### src/rtl/mvm_param_pkg.sv
// Shared state encoding, default geometry and width helper for mvm_param.
package mvm_param_pkg;

   typedef enum logic [1:0] {LOAD_A, LOAD_X, COMPUTE, DRAIN} state_e;

   // Counter width that stays legal (>= 1 bit) for degenerate sizes.
   function automatic int cnt_w(input int n);
      return (n > 1) ? $clog2(n) : 1;
   endfunction

   localparam int DEF_M      = 4;
   localparam int DEF_N      = 4;
   localparam int DEF_P      = 2;
   localparam int MAT_SIZE   = DEF_M * DEF_N;
   localparam int BANK_DEPTH = (DEF_M / DEF_P) * DEF_N;
   localparam int MAT_AW     = cnt_w(MAT_SIZE);
   localparam int BANK_AW    = cnt_w(BANK_DEPTH);

endpackage

### src/rtl/mvm_mac_lane.sv
// One MAC lane: registered signed accumulate with sticky overflow.
// Define MVM_PARAM_SAT_EN to saturate the result of an overflowed row.
module mvm_mac_lane #(
   parameter int WIDTH_IN  = 8,
   parameter int WIDTH_OUT = 16
) (
   input  logic                        clk,
   input  logic                        reset,
   input  logic                        valid_in,
   input  logic                        clear,
   input  logic signed [WIDTH_IN-1:0]  a,
   input  logic signed [WIDTH_IN-1:0]  x,
   output logic signed [WIDTH_OUT-1:0] result,
   output logic                        overflow
);

   logic signed [2*WIDTH_IN-1:0] prod;
   logic signed [WIDTH_OUT-1:0]  prod_ext;
   logic signed [WIDTH_OUT-1:0]  acc_base;
   logic signed [WIDTH_OUT-1:0]  sum;
   logic signed [WIDTH_OUT-1:0]  acc_q;
   logic                         add_ovf;
   logic                         ovf_q;

   assign prod     = (2*WIDTH_IN)'(a) * (2*WIDTH_IN)'(x);
   assign prod_ext = WIDTH_OUT'(prod);
   assign acc_base = clear ? '0 : acc_q;
   assign sum      = acc_base + prod_ext;
   // Same-sign operands whose wrapped sum flips sign left the signed range.
   assign add_ovf  = (acc_base[WIDTH_OUT-1] == prod_ext[WIDTH_OUT-1]) &&
                     (sum[WIDTH_OUT-1] != acc_base[WIDTH_OUT-1]);

   // NOTE: state updates use non-blocking assignments so every register samples pre-edge values.
   always_ff @(posedge clk or negedge reset) begin
      if (!reset) begin
         acc_q <= '0;
         ovf_q <= 1'b0;
      end else if (valid_in) begin
         acc_q <= sum;
         ovf_q <= (ovf_q & ~clear) | add_ovf;
      end
   end

   assign overflow = ovf_q;

`ifdef MVM_PARAM_SAT_EN
   logic ovf_pos_q;

   always_ff @(posedge clk or negedge reset) begin
      if (!reset) begin
         ovf_pos_q <= 1'b0;
      end else if (valid_in && add_ovf) begin
         ovf_pos_q <= ~acc_base[WIDTH_OUT-1];
      end
   end

   always_comb begin
      result = acc_q;
      if (ovf_q) begin
         result = ovf_pos_q ? {1'b0, {(WIDTH_OUT-1){1'b1}}} : {1'b1, {(WIDTH_OUT-1){1'b0}}};
      end
   end
`else
   assign result = acc_q;
`endif

endmodule

### src/rtl/mvm_param.sv
// Parametrised y = A*x with P MAC lanes, streamed valid/ready in and out.
// Define MVM_PARAM_SAT_EN to saturate overflowed results instead of wrapping.
module mvm_param
   import mvm_param_pkg::*;
#(
   parameter int M         = DEF_M,
   parameter int N         = DEF_N,
   parameter int P         = DEF_P,
   parameter int WIDTH_IN  = 8,
   parameter int WIDTH_OUT = 16
) (
   input  logic                        clk,
   input  logic                        reset,
   input  logic                        s_valid,
   output logic                        s_ready,
   input  logic signed [WIDTH_IN-1:0]  data_in,
   input  logic                        reuse_a,
   output logic                        m_valid,
   input  logic                        m_ready,
   output logic signed [WIDTH_OUT-1:0] data_out,
   output logic                        overflow
);

   localparam int DEPTH = (M / P) * N;
   localparam int AW    = cnt_w(DEPTH);
   localparam int CW    = cnt_w(N);
   localparam int LW    = cnt_w(P);
   localparam int PW    = cnt_w(M / P);
   localparam int KW    = cnt_w(N + 2);

   state_e state_q, state_d;

   logic [CW-1:0] col_q;
   logic [LW-1:0] lane_q;
   logic [AW-1:0] base_q;
   logic [PW-1:0] pass_q;
   logic [AW-1:0] pass_base_q;
   logic [KW-1:0] k_q;
   logic [LW-1:0] drain_q;

   logic s_hs, m_hs, a_we, x_we, issue;
   logic last_col, last_lane, last_base, last_pass, k_done, drain_last;
   logic [AW-1:0] rd_addr;
   logic rd_valid_q, rd_clear_q;

   logic signed [WIDTH_IN-1:0]  a_mem [P][DEPTH];
   logic signed [WIDTH_IN-1:0]  x_mem [N];
   logic signed [WIDTH_IN-1:0]  a_rd  [P];
   logic signed [WIDTH_IN-1:0]  x_rd;
   logic signed [WIDTH_OUT-1:0] lane_res   [P];
   logic [P-1:0]                lane_ovf;
   logic signed [WIDTH_OUT-1:0] out_data_q [P];
   logic [P-1:0]                out_ovf_q;

   assign s_ready    = (state_q == LOAD_A) || (state_q == LOAD_X);
   assign m_valid    = (state_q == DRAIN);
   assign s_hs       = s_valid && s_ready;
   assign m_hs       = m_valid && m_ready;
   assign a_we       = s_hs && (state_q == LOAD_A);
   assign x_we       = s_hs && (state_q == LOAD_X);
   assign issue      = (state_q == COMPUTE) && (k_q < KW'(N));
   assign last_col   = (col_q == CW'(N - 1));
   assign last_lane  = (lane_q == LW'(P - 1));
   assign last_base  = (base_q == AW'(DEPTH - N));
   assign last_pass  = (pass_q == PW'(M / P - 1));
   assign k_done     = (k_q == KW'(N + 1));
   assign drain_last = (drain_q == LW'(P - 1));
   assign rd_addr    = pass_base_q + AW'(k_q);

   always_ff @(posedge clk or negedge reset) begin
      if (!reset) state_q <= LOAD_A;
      else        state_q <= state_d;
   end

   // NOTE: state_d gets a default first so no path through the case infers a latch.
   always_comb begin
      state_d = state_q;
      case (state_q)
         LOAD_A:  if (a_we && last_col && last_lane && last_base) state_d = LOAD_X;
         LOAD_X:  if (x_we && last_col) state_d = COMPUTE;
         COMPUTE: if (k_done) state_d = DRAIN;
         DRAIN: begin
            if (m_hs && drain_last) begin
               if (!last_pass)   state_d = COMPUTE;
               else if (reuse_a) state_d = LOAD_X;
               else              state_d = LOAD_A;
            end
         end
         default: state_d = LOAD_A;
      endcase
   end

   always_ff @(posedge clk or negedge reset) begin
      if (!reset) begin
         col_q       <= '0;
         lane_q      <= '0;
         base_q      <= '0;
         pass_q      <= '0;
         pass_base_q <= '0;
         k_q         <= '0;
         drain_q     <= '0;
      end else begin
         case (state_q)
            LOAD_A: begin
               if (a_we) begin
                  if (last_col) begin
                     col_q <= '0;
                     if (last_lane) begin
                        lane_q <= '0;
                        base_q <= last_base ? '0 : base_q + AW'(N);
                     end else begin
                        lane_q <= lane_q + LW'(1);
                     end
                  end else begin
                     col_q <= col_q + CW'(1);
                  end
               end
            end
            LOAD_X: if (x_we) col_q <= last_col ? '0 : col_q + CW'(1);
            COMPUTE: k_q <= k_done ? '0 : k_q + KW'(1);
            DRAIN: begin
               if (m_hs) begin
                  if (drain_last) begin
                     drain_q     <= '0;
                     pass_q      <= last_pass ? '0 : pass_q + PW'(1);
                     pass_base_q <= last_pass ? '0 : pass_base_q + AW'(N);
                  end else begin
                     drain_q <= drain_q + LW'(1);
                  end
               end
            end
            default: ;
         endcase
      end
   end

   // NOTE: storage arrays carry no reset; their contents are always written before being read.
   always_ff @(posedge clk) begin
      if (a_we) a_mem[lane_q][base_q + AW'(col_q)] <= data_in;
      if (x_we) x_mem[col_q] <= data_in;
      if (issue) begin
         for (int p = 0; p < P; p++) a_rd[p] <= a_mem[p][rd_addr];
         x_rd <= x_mem[CW'(k_q)];
      end
   end

   // Lane control follows the read data by one cycle.
   always_ff @(posedge clk or negedge reset) begin
      if (!reset) begin
         rd_valid_q <= 1'b0;
         rd_clear_q <= 1'b0;
      end else begin
         rd_valid_q <= issue;
         rd_clear_q <= (k_q == '0);
      end
   end

   for (genvar p = 0; p < P; p++) begin : g_lane
      mvm_mac_lane #(
         .WIDTH_IN  (WIDTH_IN),
         .WIDTH_OUT (WIDTH_OUT)
      ) u_lane (
         .clk      (clk),
         .reset    (reset),
         .valid_in (rd_valid_q),
         .clear    (rd_clear_q),
         .a        (a_rd[p]),
         .x        (x_rd),
         .result   (lane_res[p]),
         .overflow (lane_ovf[p])
      );
   end

   always_ff @(posedge clk or negedge reset) begin
      if (!reset) begin
         for (int p = 0; p < P; p++) out_data_q[p] <= '0;
         out_ovf_q <= '0;
      end else if ((state_q == COMPUTE) && k_done) begin
         for (int p = 0; p < P; p++) out_data_q[p] <= lane_res[p];
         out_ovf_q <= lane_ovf;
      end
   end

   assign data_out = out_data_q[drain_q];
   assign overflow = out_ovf_q[drain_q];

endmodule
### config.mk
export PLATFORM = sky130hd
export DESIGN_NAME = mvm_param
export DESIGN_NICKNAME = d
export VERILOG_FILES = /design/src/rtl/mvm_param_pkg.sv /design/src/rtl/mvm_mac_lane.sv /design/src/rtl/mvm_param.sv
export SDC_FILE = /design/constraint.sdc
export NUM_CORES = 1
export LEC_CHECK = 0
export CORE_MARGIN = 3
export CORE_UTILIZATION = 55
export CTS_CLUSTER_DIAMETER = 120
export CTS_CLUSTER_SIZE = 24
export DETAILED_ROUTE_END_ITERATION = 10
export DONT_BUFFER_PORTS = 1
export HOLD_SLACK_MARGIN = 0.1
export PLACE_DENSITY = 0.73
export SYNTH_ARGS = -nofsm -noshare
export SYNTH_HDL_FRONTEND = slang
export SYNTH_HIERARCHICAL = 1
export SYNTH_SLANG_ARGS = --single-unit
### constraint.sdc
create_clock -name clk -period 5.6 [get_ports clk]
set_clock_uncertainty 0.15 [all_clocks]
set_input_delay 0.56 -clock clk [delete_from_list [all_inputs] [get_ports clk]]
set_output_delay 0.56 -clock clk [all_outputs]
set_load 0.02 [all_outputs]
**Word level (Yosys, flattened, before mapping)**

Memory sizes are Yosys's and may differ from the RTL's. A register that Yosys moved wholly into a read port is not among the register bits.
Cells that the tools add are included.

- Register bits after elaboration: 86
- RAM bits: 176
- Word-level logic and storage cells: 125
- Memories: 3

- Add/sub/neg operators: 11
- Multiply operators: 2
- Order comparisons: 6
- Equality and inequality tests: 16
- Mux-type cells: 38
- Bitwise operators: 8
- Reduce and logical (&&, ||, !) cells: 24

Memory list:

| name | words | bits a word | read ports | clocked after memory_dff | write ports | RTL line | RTL |
|---|---|---|---|---|---|---|---|
| a_mem | 2 | 64 | 2 | 0 | 1 | mvm_param.sv:46 | `logic signed [WIDTH_IN-1:0] a_mem [P][DEPTH];` |
| x_mem | 4 | 8 | 1 | 1 | 1 | mvm_param.sv:47 | `logic signed [WIDTH_IN-1:0] x_mem [N];` |
| a_rd | 2 | 8 | 2 | 0 | 2 | mvm_param.sv:48 | `logic signed [WIDTH_IN-1:0] a_rd [P];` |

Operators by type and width:

| operator | count |
|---|---|
| two-way mux 16 bit | 5 |
| two-way mux 64 bit | 1 |
| binary-select mux 8 bit (select 3 bit) | 2 |
| two-way mux 8 bit | 5 |
| adder 16 bit | 2 |
| multiplier 8 x 8 -> 16 bit | 2 |
| demux 8 bit (select 3 bit) | 1 |
| two-way mux 2 bit | 8 |
| logical AND 1 bit | 14 |
| two-way mux 1 bit | 11 |
| two-way mux 3 bit | 3 |
| AND reduction 3 bit | 3 |
| >= comparator 4 bit, second input constant | 2 |
| NOT 3 -> 4 bit | 2 |
| case mux 2 bit (4 select lines) | 1 |
| AND reduction 4 bit | 2 |
| adder 3 bit, second input constant | 2 |
| equality test 2 bit, second input constant | 3 |
| equality test 3 bit, second input constant | 2 |
| != test 2 x 1 -> 1 bit, second input constant | 3 |
| != test 2 bit, second input constant | 3 |
| < comparator 4 x 1 -> 1 bit, second input constant | 1 |
| case mux 2 bit (2 select lines) | 1 |
| adder 1 bit, second input constant | 3 |
| other kinds (19) | 23 |

**Depth between registers and ports, before layout**

Gate-level depths: netlist (run 1).

- Depth in word-level cells: 9
- Depth in mapped cells: 25
- Depth with buffers taken out: 25

**By module**

Netlist (run 1), hierarchy kept.

By module, submodules not included:

| module | times used | cells each | area each (µm²) |
|---|---|---|---|
| mvm_param | 1 | 544 | 9,225.1 |
| mvm_mac_lane at g_lane[0].u_lane | 1 | 434 | 3,935.0 |
| mvm_mac_lane at g_lane[1].u_lane | 1 | 426 | 3,908.7 |

**Least setup slack after synthesis (run 1)**

Ideal clock, no wire load.

- Path kind: register -> register
- Start point: register x_rd[4], read port of x_mem
- End point: register g_lane[0].u_lane.acc_q[15]
- Setup time: 0.125 ns
- Arrival: 5.455 ns
- Required time: 5.325 ns
- Setup slack: -0.129 ns
- Cell stages (with the launch flop): 23
- Path buffers: 0
- Period minus slack after synthesis: 5.729 ns
- Cells stage by stage: edfxtp_1 and2_1 fa_1 inv_1 fa_1 inv_1 fa_1 inv_1 fa_1 inv_1 ha_1 a21oi_1 o21bai_1 a21oi_1 o21ai_0 or4_1 nand3_1 ha_1 a21oi_1 o21ai_0 a41oi_1 xor2_1 mux2_2

- Longest elaborated chain between the ends: 2

Ends and longest elaborated chain:

| item | RTL line | RTL |
|---|---|---|
| start, declared | mvm_param.sv:49 | `logic signed [WIDTH_IN-1:0] x_rd;` |
| multiplier 8 x 8 -> 16 bit | mvm_mac_lane.sv:25 | `assign prod = (2*WIDTH_IN)'(a) * (2*WIDTH_IN)'(x);` |
| adder 16 bit | mvm_mac_lane.sv:28 | `assign sum = acc_base + prod_ext;` |
| end signal, assigned | mvm_mac_lane.sv:39 | `acc_q <= sum;` |
| end, declared | mvm_mac_lane.sv:21 | `logic signed [WIDTH_OUT-1:0] acc_q;` |

No other way between the ends.
A chain may end at the register's enable or synchronous reset.

==> metrics.log, run 1 <==
[metrics] run status: finished with violations
[metrics] violations in the final reports: setup timing
[metrics] Cell Rows: 63
[metrics] ys async rst share: 30.8%
[metrics] core area: 30100 sq um
[metrics] cell with the most instances on the worst path: fa_1
[metrics] detailed placer's ending HPWL: 26200 microns
[metrics] vias after detailed routing: 10855
[metrics] slack of the critical path: -0.186 ns
[metrics] synth top area cells: edfxtp_1 32%, fa_1 13%, dfrtp_1 12%, ha_1 6.7%, mux2_2 4.9%
[metrics] number of vias per cell after detailed routing: 5.60
[metrics] worst endpoint data arrival time: 6.05 ns
[metrics] leading area contributor after synthesis: edfxtp_1
[metrics] worst slack on hold paths: 0.116 ns
[metrics] sum of overflow across all layers after global routing: 0
[metrics] Diodes inserted: 0
[metrics] mean cell area of the mapped netlist: 12.2 sq um
[metrics] y dimension of the die: 182 microns
[metrics] worst relative slew slack: 25.3%
[metrics] fraction of layout instances using a drive strength above 1: 22.7%
[metrics] final antenna-violating net count: 0
[metrics] endpoint kind of the worst setup timing path: register
[metrics] global-route wire length before repair: 59100 microns
[metrics] maximum fanout along the worst path: 7
[metrics] number of cells produced by synthesis: 1404
[metrics] main flop type after synthesis: edfxtp_1
[metrics] maximum number of pins on one net before global-route repair: 83
[metrics] Post-Place Setup Slack: -0.245 ns
[metrics] number of synthesized flops with an enable pin: 184
[metrics] RSZ-0062 raised after global routing: yes
[metrics] required time at the worst-slack endpoint: 5.86 ns
[metrics] Period Utilization, post-route: 103%
[metrics] first drt pass iteration count: 5
[metrics] number of antenna violations at the first check in global routing: 0
[metrics] total area of sequential cells: 7580 sq um
[metrics] multi-input logic area: 9030 sq um
[metrics] IO Port Bufs: 0
[metrics] synthesis-to-layout area growth: 14.4%
[metrics] fraction of synthesized cell area taken by the top area cell type: 32.4%
[metrics] fill cell total of the finished layout: 2219
[metrics] Sinks on Clock Net: 266
[metrics] worst path buffer plus inverter count: 2
[metrics] number of register bits inferred by synthesis: 266
[metrics] setup TNS: -0.500 ns
[metrics] Final min period: 5.79 ns
[metrics] area of the die: 33200 sq um
[metrics] type of the worst setup path: reg2reg
[metrics] actual transition at the worst max-transition pin: 1.11 ns
[metrics] portion of the post-synthesis area used by sequential elements: 44.4%
[metrics] post-synthesis instance area: 17100 sq um
[metrics] final hold violations: 0
[metrics] last weighted congestion value of the routability-driven placer: 0.885
[metrics] post-route cell area: 19500 sq um
[metrics] max-capacitance violation count: 0
[metrics] net count of the mapped netlist: 1621
[metrics] DRC violations left: 0
[metrics] CTS Buffer Depth: 3
[metrics] worst min-delay path category: in2reg
[metrics] yosys synthesis warning count: 6
[metrics] CP Launch Type: register
[metrics] final WL: 36500 microns
[metrics] clock slew seen by the registers of the worst setup and hold paths: 0.10 ns
[metrics] Placement Cell Area: 18400 sq um
[metrics] Max Fclk: 0.173 GHz
[metrics] Die X-Extent: 182 microns
[metrics] effective utilization at floorplan: 56.7%
[metrics] number of buffers inserted during clock tree synthesis: 15
[metrics] Pins Over Slew Limit: 0
[metrics] slowest cell on the critical path: edfxtp_1
[metrics] vias in the first global route: 11284
[metrics] crit path cell chain: and2_4, fa_1, fa_1, fa_1, inv_1, fa_1, inv_2, ha_4, or3_1, o211a_1, a21oi_2, xnor2_1, ha_2, or4_4, o211ai_1, a21oi_2, o41ai_4, nand3_1, o21a_1, o221ai_1
[metrics] Clock Latency Late Sink: 0.51 ns
[metrics] drt initial violations: 640
[metrics] fin nets: 1757
[metrics] most frequent cells after synthesis: 184 x edfxtp_1, 184 x inv_1, 112 x fa_1, 92 x ha_1, 85 x and2_1
[metrics] clock tree from TritonCTS: done
[metrics] delay of the slowest cell on the worst path: 0.55 ns
[metrics] Top Family by Delay on Critical Path: adder cells
[metrics] H-tree level count: 1
[metrics] aggregate global-route resource usage: 22.2%
[metrics] Unique masters post-synth: 70
[metrics] post-detailed-route wirelength per cell: 18.8 microns
[metrics] I/O pin total: 32
[metrics] final setup violating endpoints: 7
[metrics] Clk Tree Root Cell: clkbuf_16
[final cells by class]
type	count	area share (%)
Clock buffer	22	2.06
Clock inverter	3	0.186
Inverter	185	3.56
Multi-Input combinational cell	913	46.2
Sequential cell	266	38.8
Tap cell	390	2.50
Timing Repair Buffer	159	6.63
[flip-flops by register name (all words and copies together) (netlist names)]
register,count
rd_valid_q,1
col_q,2
a_mem,128
pass_base_q,1
out_data_q,32
lane_q,1
k_q,3
base_q,1
rd_clear_q,1
last_pass,1
out_ovf_q,2
drain_last,1
x_rd,8
state_q,2
x_mem,32
a_rd,16
g_lane.u_lane/overflow,2
g_lane.u_lane/result,32
[final timing paths]
kind,from,to,slack (ns),cells past startpoint
worst max register to register,a_rd[0][11],g_lane[1].u_lane/overflow,-0.19,20
worst min register to register,out_data_q[28],out_data_q[28],0.36,1
worst max-delay path,a_rd[0][11],g_lane[1].u_lane/overflow,-0.19,20
max in group asynchronous,reset,k_q[0],4.48,2
worst min-delay path,m_ready,state_q[1],0.12,2
min in group asynchronous,reset,out_data_q[14],0.49,2
[cells in the final DEF, fill, tap and decap left out, drive strengths merged, types with 6 or more instances in the layout]
cell type,n
a2111oi,7
a211oi,6
a21o,19
a21oi,34
and2,85
and3,7
and4,16
buf,147
clkbuf,22
dfrtp,82
dlygate4sd3,12
edfxtp,184
fa,112
ha,92
inv,186
mux2,75
mux2i,62
mux4,8
nand2,52
nand2b,12
nand3,69
nand4,8
nor2,46
nor2b,39
nor3,15
o21ai,22
o21bai,9
xnor2,50
xor2,15
[metal layers]
| metal | track usage (%) | wire length (microns) | part of all wire [%] |
|---|---|---|---|
| met1 | 29.0 | 15200 | 42 |
| met2 | 39.1 | 18700 | 51 |
| met3 | 2.41 | 1440 | 4.0 |
| met4 | 6.89 | 1150 | 3.2 |
| met5 | 0 | 0 | 0 |
[kinds of logic after synthesis]
family / after synthesis / share of synthesized area (%)
buffers and inverters: 225 / 5.26
adders and majority gates: 204 / 19.9
AOI/OAI and AO/OA: 131 / 5.53
xor gates and xnor gates: 65 / 3.42
and+or+nand+nor: 368 / 11.9
muxes: 145 / 9.64
DFF: 266 / 44.4
[worst reg2reg max path, delay by kind of cell, from the launching register on]
kind | cells | cell delay (ns)
AO/OA/AOI/OAI | 7 | 1.17
AND/OR/NAND/NOR | 4 | 1.22
buffers and inverters | 2 | 0.10
flip-flops | 1 | 0.55
adder cells (fa/ha/maj) | 6 | 2.41
XOR/XNOR | 1 | 0.09
[through the flow]
stage               util [%]  std cells
finish                  64.8       1938
global route            64.8       1938
CTS                     63.5       1922
detailed placement      61.1       1876
global placement        61.1       1876
floorplan                  -       1404
[what timing repair did]
| action | CTS | global route |
|---|---|---|
| buffers inserted | 8 | 17 |
| hold endpoints to repair | 245 | 0 |
| cloned | 0 | 0 |
| hold buffers | 13 | 0 |
| pin swaps | 18 | 52 |
| resized for setup | 17 | 71 |
| endpoints found under the setup margin | 8 | 14 |
Power of run 1 is left out: the tool's default activity adds up to more than one toggle a clock period on the data nets, which glitch-free logic cannot reach.
==> run 2, diff against run 1 <==
Settings changed: PLACE_DENSITY 0.73 to 0.7.
Clock period 5.6 ns to 7.4 ns, I/O delays scaled along.
==> metrics.log, run 2 (synthesized netlist as in run 1, its figures left out) <==
[metrics] run status: completed
[metrics] DRC violations left: 0
[metrics] post-detailed-route wirelength per cell: 19.0 microns
[metrics] last weighted congestion value of the routability-driven placer: 0.845
[metrics] Crit. Startpoint: x_rd[4]
[metrics] Register-to-Register Setup Slack: 1.17 ns
[metrics] Pins Over Slew Limit: 0
[metrics] path depth of the worst reg2reg path: 22
[metrics] Cell Rows: 63
[metrics] CTS Buffer Depth: 3
[metrics] final WL: 34000 microns
[metrics] Final min period: 6.23 ns
[metrics] Sinks on Clock Net: 266
[metrics] global-route wire length before repair: 56500 microns
[metrics] capturing instance or port of the critical path: g_lane[1].u_lane/result[15]
[metrics] setup TNS: 0 ns
[metrics] Clock Latency Late Sink: 0.48 ns
[metrics] effective utilization at floorplan: 56.7%
[metrics] endpoint kind of the worst setup timing path: register
[metrics] worst min-delay path category: in2reg
[metrics] clock tree from TritonCTS: done
[metrics] final antenna-violating net count: 0
[metrics] flip-flop count of the largest register, all copies and words added: 128
[metrics] clock slew seen by the registers of the worst setup and hold paths: 0.10 ns
[metrics] required time at the worst-slack endpoint: 7.60 ns
[metrics] Period Utilization, post-route: 84.3%
[metrics] Die X-Extent: 182 microns
[metrics] worst endpoint data arrival time: 6.43 ns
[metrics] maximum number of pins on one net before global-route repair: 83
[metrics] number of buffers inserted during clock tree synthesis: 15
[metrics] CP Launch Type: register
[metrics] Diodes inserted: 0
[metrics] Clk Tree Root Cell: clkbuf_16
[metrics] fraction of layout instances using a drive strength above 1: 9.03%
[metrics] vias in the first global route: 10502
[metrics] final setup violating endpoints: 0
[metrics] origin of the critical flop-to-flop path: x_rd[4]
[metrics] detailed placer's ending HPWL: 25000 microns
[metrics] fin nets: 1608
[metrics] actual transition at the worst max-transition pin: 1.12 ns
[metrics] area of the die: 33200 sq um
[metrics] sum of overflow across all layers after global routing: 0
[metrics] first drt pass iteration count: 5
[metrics] Max Fclk: 0.160 GHz
[metrics] drt initial violations: 690
[metrics] I/O pin total: 32
[metrics] y dimension of the die: 182 microns
[metrics] maximum fanout along the worst path: 16
[metrics] core area: 30100 sq um
[metrics] startpoint of the worst hold path: data_in[1]
[metrics] number of antenna violations at the first check in global routing: 0
[metrics] vias after detailed routing: 10127
[metrics] worst relative slew slack: 24.8%
[metrics] RSZ-0062 raised after global routing: no
[metrics] type of the worst setup path: reg2reg
[metrics] number of vias per cell after detailed routing: 5.67
[metrics] synthesis-to-layout area growth: 4.85%
[metrics] max-capacitance violation count: 0
[metrics] H-tree level count: 1
[metrics] Top reg by flops: a_mem
[metrics] most frequent cells in the layout: 184 x inv_1, 184 x edfxtp_1, 112 x fa_1
[metrics] IO Port Bufs: 0
[metrics] aggregate global-route resource usage: 21.3%
[metrics] Critical R2R Capture: g_lane[1].u_lane/result[15]
[metrics] final hold violations: 0
[metrics] number of resized instances in the post-cts repair step: 0
[run 2: cell types whose count changed in the layout (fill, tap and decap cells not counted), moves of 13 or more]
cell / change
buf_4: -127
ha_1: +21
a21oi_1: +13
ha_4: -13
[run 2: worst min path at each step]
stage          cells past startpoint             to  slack [ns]
2_1_floorplan                      0      base_q[2]        0.29
3_3_place_gp                       0  out_data_q[7]        0.30
3_5_place_dp                       0  out_data_q[9]        0.30
4_1_cts                            0    x_mem[1][1]        0.16
5_1_grt                            0    x_mem[0][1]        0.15
6_report                           0    x_mem[1][1]        0.19
[run 2: area by class of cell]
class	count	area, sq um
Fill cell	2440	12200
Sequential cell	266	7580
Clock buffer	19	390
Tap cell	390	488
Timing Repair Buffer	10	97.6
Multi-Input combinational cell	913	8620
Inverter	185	694
Clock inverter	2	25.0
[run 2: worst max-delay path, cell delays in order, from the launching register on]
cell and delay [ns]:
edfxtp_1 0.61, and2_1 0.26, fa_1 0.53, inv_1 0.06
fa_1 0.47, inv_1 0.06, fa_1 0.53, inv_1 0.06
fa_1 0.53, inv_1 0.05, ha_1 0.34, a21oi_1 0.22
o21bai_1 0.09, a21oi_1 0.23, o21bai_1 0.09, a21oi_1 0.26
nor3_1 0.08, a311o_1 0.28, ha_1 0.24, o41ai_2 0.55
nor2_1 0.13, mux2i_1 0.17, o221ai_1 0.13
[run 2: stage by stage]
step | util [%] | cells | instance area [sq um] | hold slack [ns] | worst slack, ns
2_1_floorplan | - | 1404 | 17100 | 0.294 | 1.67
3_3_place_gp | 57.9 | 1762 | 17400 | 0.296 | 1.32
3_5_place_dp | 57.9 | 1762 | 17400 | 0.296 | 1.20
4_1_cts | 59.4 | 1785 | 17900 | 0.162 | 1.18
5_1_grt | 59.4 | 1785 | 17900 | 0.150 | 0.698
6_report | 59.4 | 1785 | 17900 | 0.187 | 1.17
[run 2: routing by layer]
| layer | GRT usage (%) | wire [microns] |
|---|---|---|
| met5 | 0 | 0 |
| met2 | 37.1 | 17200 |
| met3 | 2.05 | 1070 |
| met1 | 29.2 | 14900 |
| met4 | 4.66 | 756 |
[run 2: what timing repair did]
item                      CTS  global route
buffers inserted            0             0
hold endpoints to repair   82             0
hold buffers                2             0
Power of run 2 is left out for the same reason.
==> run 3, diff against run 2 <==
Clock period 7.4 ns to 6.3 ns, I/O delays scaled along.
==> metrics.log, run 3 (synthesized netlist as in run 1, its figures left out) <==
[metrics] post-route cell area: 18300 sq um
[metrics] aggregate global-route resource usage: 21.1%
[metrics] worst min-delay path category: in2reg
[metrics] worst path buffer plus inverter count: 2
[metrics] area of the die: 33200 sq um
[metrics] actual transition at the worst max-transition pin: 1.35 ns
[metrics] crit path cell chain: and2_1, fa_1, fa_1, fa_1, inv_1, fa_1, inv_1, ha_4, or3_1, o211a_1, a21oi_1, xnor2_1, ha_2, or4_1, o211ai_1, a21oi_2, o41ai_4, nand3_1, o21a_1, o221ai_1
[metrics] synthesis-to-layout area growth: 7.04%
[metrics] detailed placer's ending HPWL: 25000 microns
[metrics] I/O pin total: 32
[metrics] clock tree from TritonCTS: done
[metrics] Sinks on Clock Net: 266
[metrics] worst endpoint data arrival time: 6.29 ns
[metrics] Final min period: 6.04 ns
[metrics] number of buffers inserted during clock tree synthesis: 15
[metrics] Cell Rows: 63
[metrics] type of the worst setup path: reg2reg
[metrics] first drt pass iteration count: 5
[metrics] CTS Buffer Depth: 3
[metrics] setup TNS: 0 ns
[metrics] number of vias per cell after detailed routing: 5.61
[metrics] final antenna-violating net count: 0
[metrics] global-route wire length before repair: 56200 microns
[metrics] origin of the critical flop-to-flop path: x_rd[6]
[metrics] fill cell total of the finished layout: 2399
[metrics] H-tree level count: 1
[metrics] fraction of layout instances using a drive strength above 1: 11.8%
[metrics] Clk Tree Root Cell: clkbuf_16
[metrics] clock slew seen by the registers of the worst setup and hold paths: 0.09 ns
[metrics] fin nets: 1641
[metrics] Pins Over Slew Limit: 0
[metrics] post-detailed-route wirelength per cell: 18.8 microns
[metrics] final WL: 34200 microns
[metrics] vias after detailed routing: 10206
[metrics] required time at the worst-slack endpoint: 6.55 ns
[metrics] Period Utilization, post-route: 95.9%
[metrics] Register-to-Register Setup Slack: 0.26 ns
[metrics] sum of overflow across all layers after global routing: 0
[metrics] DRC violations left: 0
[metrics] Placement Cell Area: 17500 sq um
[metrics] most frequent cells in the layout: 184 x inv_1, 184 x edfxtp_1, 111 x fa_1
[metrics] Clock Latency Late Sink: 0.50 ns
[metrics] startpoint of the worst hold path: m_ready
[metrics] endpoint kind of the worst setup timing path: register
[metrics] hold depth: 2
[metrics] maximum fanout along the worst path: 10
[metrics] slowest cell on the critical path: edfxtp_1
[metrics] worst relative slew slack: 9.18%
[metrics] run status: completed
[metrics] drt initial violations: 669
[metrics] core area: 30100 sq um
[metrics] endpoint with the worst hold slack: drain_last
[metrics] maximum number of pins on one net before global-route repair: 83
[metrics] Max Fclk: 0.166 GHz
[metrics] last weighted congestion value of the routability-driven placer: 0.854
[metrics] max-capacitance violation count: 0
[metrics] CP Launch Type: register
[metrics] Die X-Extent: 182 microns
[metrics] number of antenna violations at the first check in global routing: 1
[metrics] final setup violating endpoints: 0
[metrics] delay of the slowest cell on the worst path: 0.58 ns
[metrics] effective utilization at floorplan: 56.7%
[metrics] flip-flop count of the largest register, all copies and words added: 128
[metrics] final hold violations: 0
[metrics] y dimension of the die: 182 microns
[metrics] IO Port Bufs: 0
[metrics] slack of the critical path: 0.260 ns
[metrics] path depth of the worst reg2reg path: 20
[metrics] Top reg by flops: a_mem
[metrics] cell with the most instances on the worst path: fa_1
[metrics] Post-Place Setup Slack: 0.0325 ns
[metrics] vias in the first global route: 10603
[metrics] worst slack on hold paths: 0.123 ns
[metrics] Critical R2R Capture: g_lane[1].u_lane/overflow
[metrics] Top Family by Delay on Critical Path: adder cells
-- run 3: cell count changes in the layout (fill, tap and decap cells not counted), moves of 2 or more --
| cell | before | now |
|---|---|---|
| ha_1 | 92 | 87 |
| buf_4 | 8 | 32 |
| dlygate4sd3_1 | 1 | 9 |
| a21oi_2 | 0 | 6 |
| a21oi_1 | 34 | 28 |
| ha_2 | 0 | 2 |
| ha_4 | 0 | 3 |
-- run 3: area by class of cell --
cell class | count | area (sq um) | share of cell area, %
clock inverter | 3 | 33.8 | 0.185
antenna | 1 | 2.50 | 0.0137
clock buffer | 18 | 387 | 2.12
timing repair buffer | 43 | 378 | 2.07
sequential | 266 | 7580 | 41.5
inverter | 185 | 694 | 3.80
tap | 390 | 488 | 2.67
multi-input combinational | 913 | 8710 | 47.7
-- run 3: through the flow --
stage / utilization (%) / instances
global placement: 58.1 / 1769
floorplan: - / 1404
finish: 60.7 / 1819
detailed placement: 58.1 / 1769
global route: 60.7 / 1819
CTS: 59.9 / 1800
-- run 3: routing by layer --
metal	wire, microns	part of all wire (%)	vias up	track usage (%)
met4	1070	3.1	0	6.22
li1	-	-	4871	-
met2	16900	50	191	35.8
met5	0	0	-	0
met1	14800	43	5089	28.7
met3	1380	4.0	55	2.49
-- run 3: worst max path at each step --
stage | depth (start not counted) | end | slack [ns] | from
final | 20 | g_lane[1].u_lane/overflow | 0.26 | x_rd[6]
after global routing | 23 | g_lane[1].u_lane/overflow | -0.01 | x_rd[3]
after CTS | 21 | g_lane[0].u_lane/result[15] | 0.006 | x_rd[2]
after detailed placement | 22 | g_lane[0].u_lane/result[15] | 0.03 | x_rd[4]
after global placement | 22 | g_lane[0].u_lane/result[15] | 0.21 | x_rd[4]
after floorplan | 22 | g_lane[0].u_lane/result[15] | 0.57 | x_rd[4]
-- run 3: repair_timing --
item | 4_1_cts | 5_1_grt
gates resized for setup | 0 | 18
setup buffers | 0 | 18
hold endpoints to repair | 242 | 0
endpoints found under the setup margin | 0 | 8
hold buffers | 10 | 0
Power of run 3 is left out for the same reason.
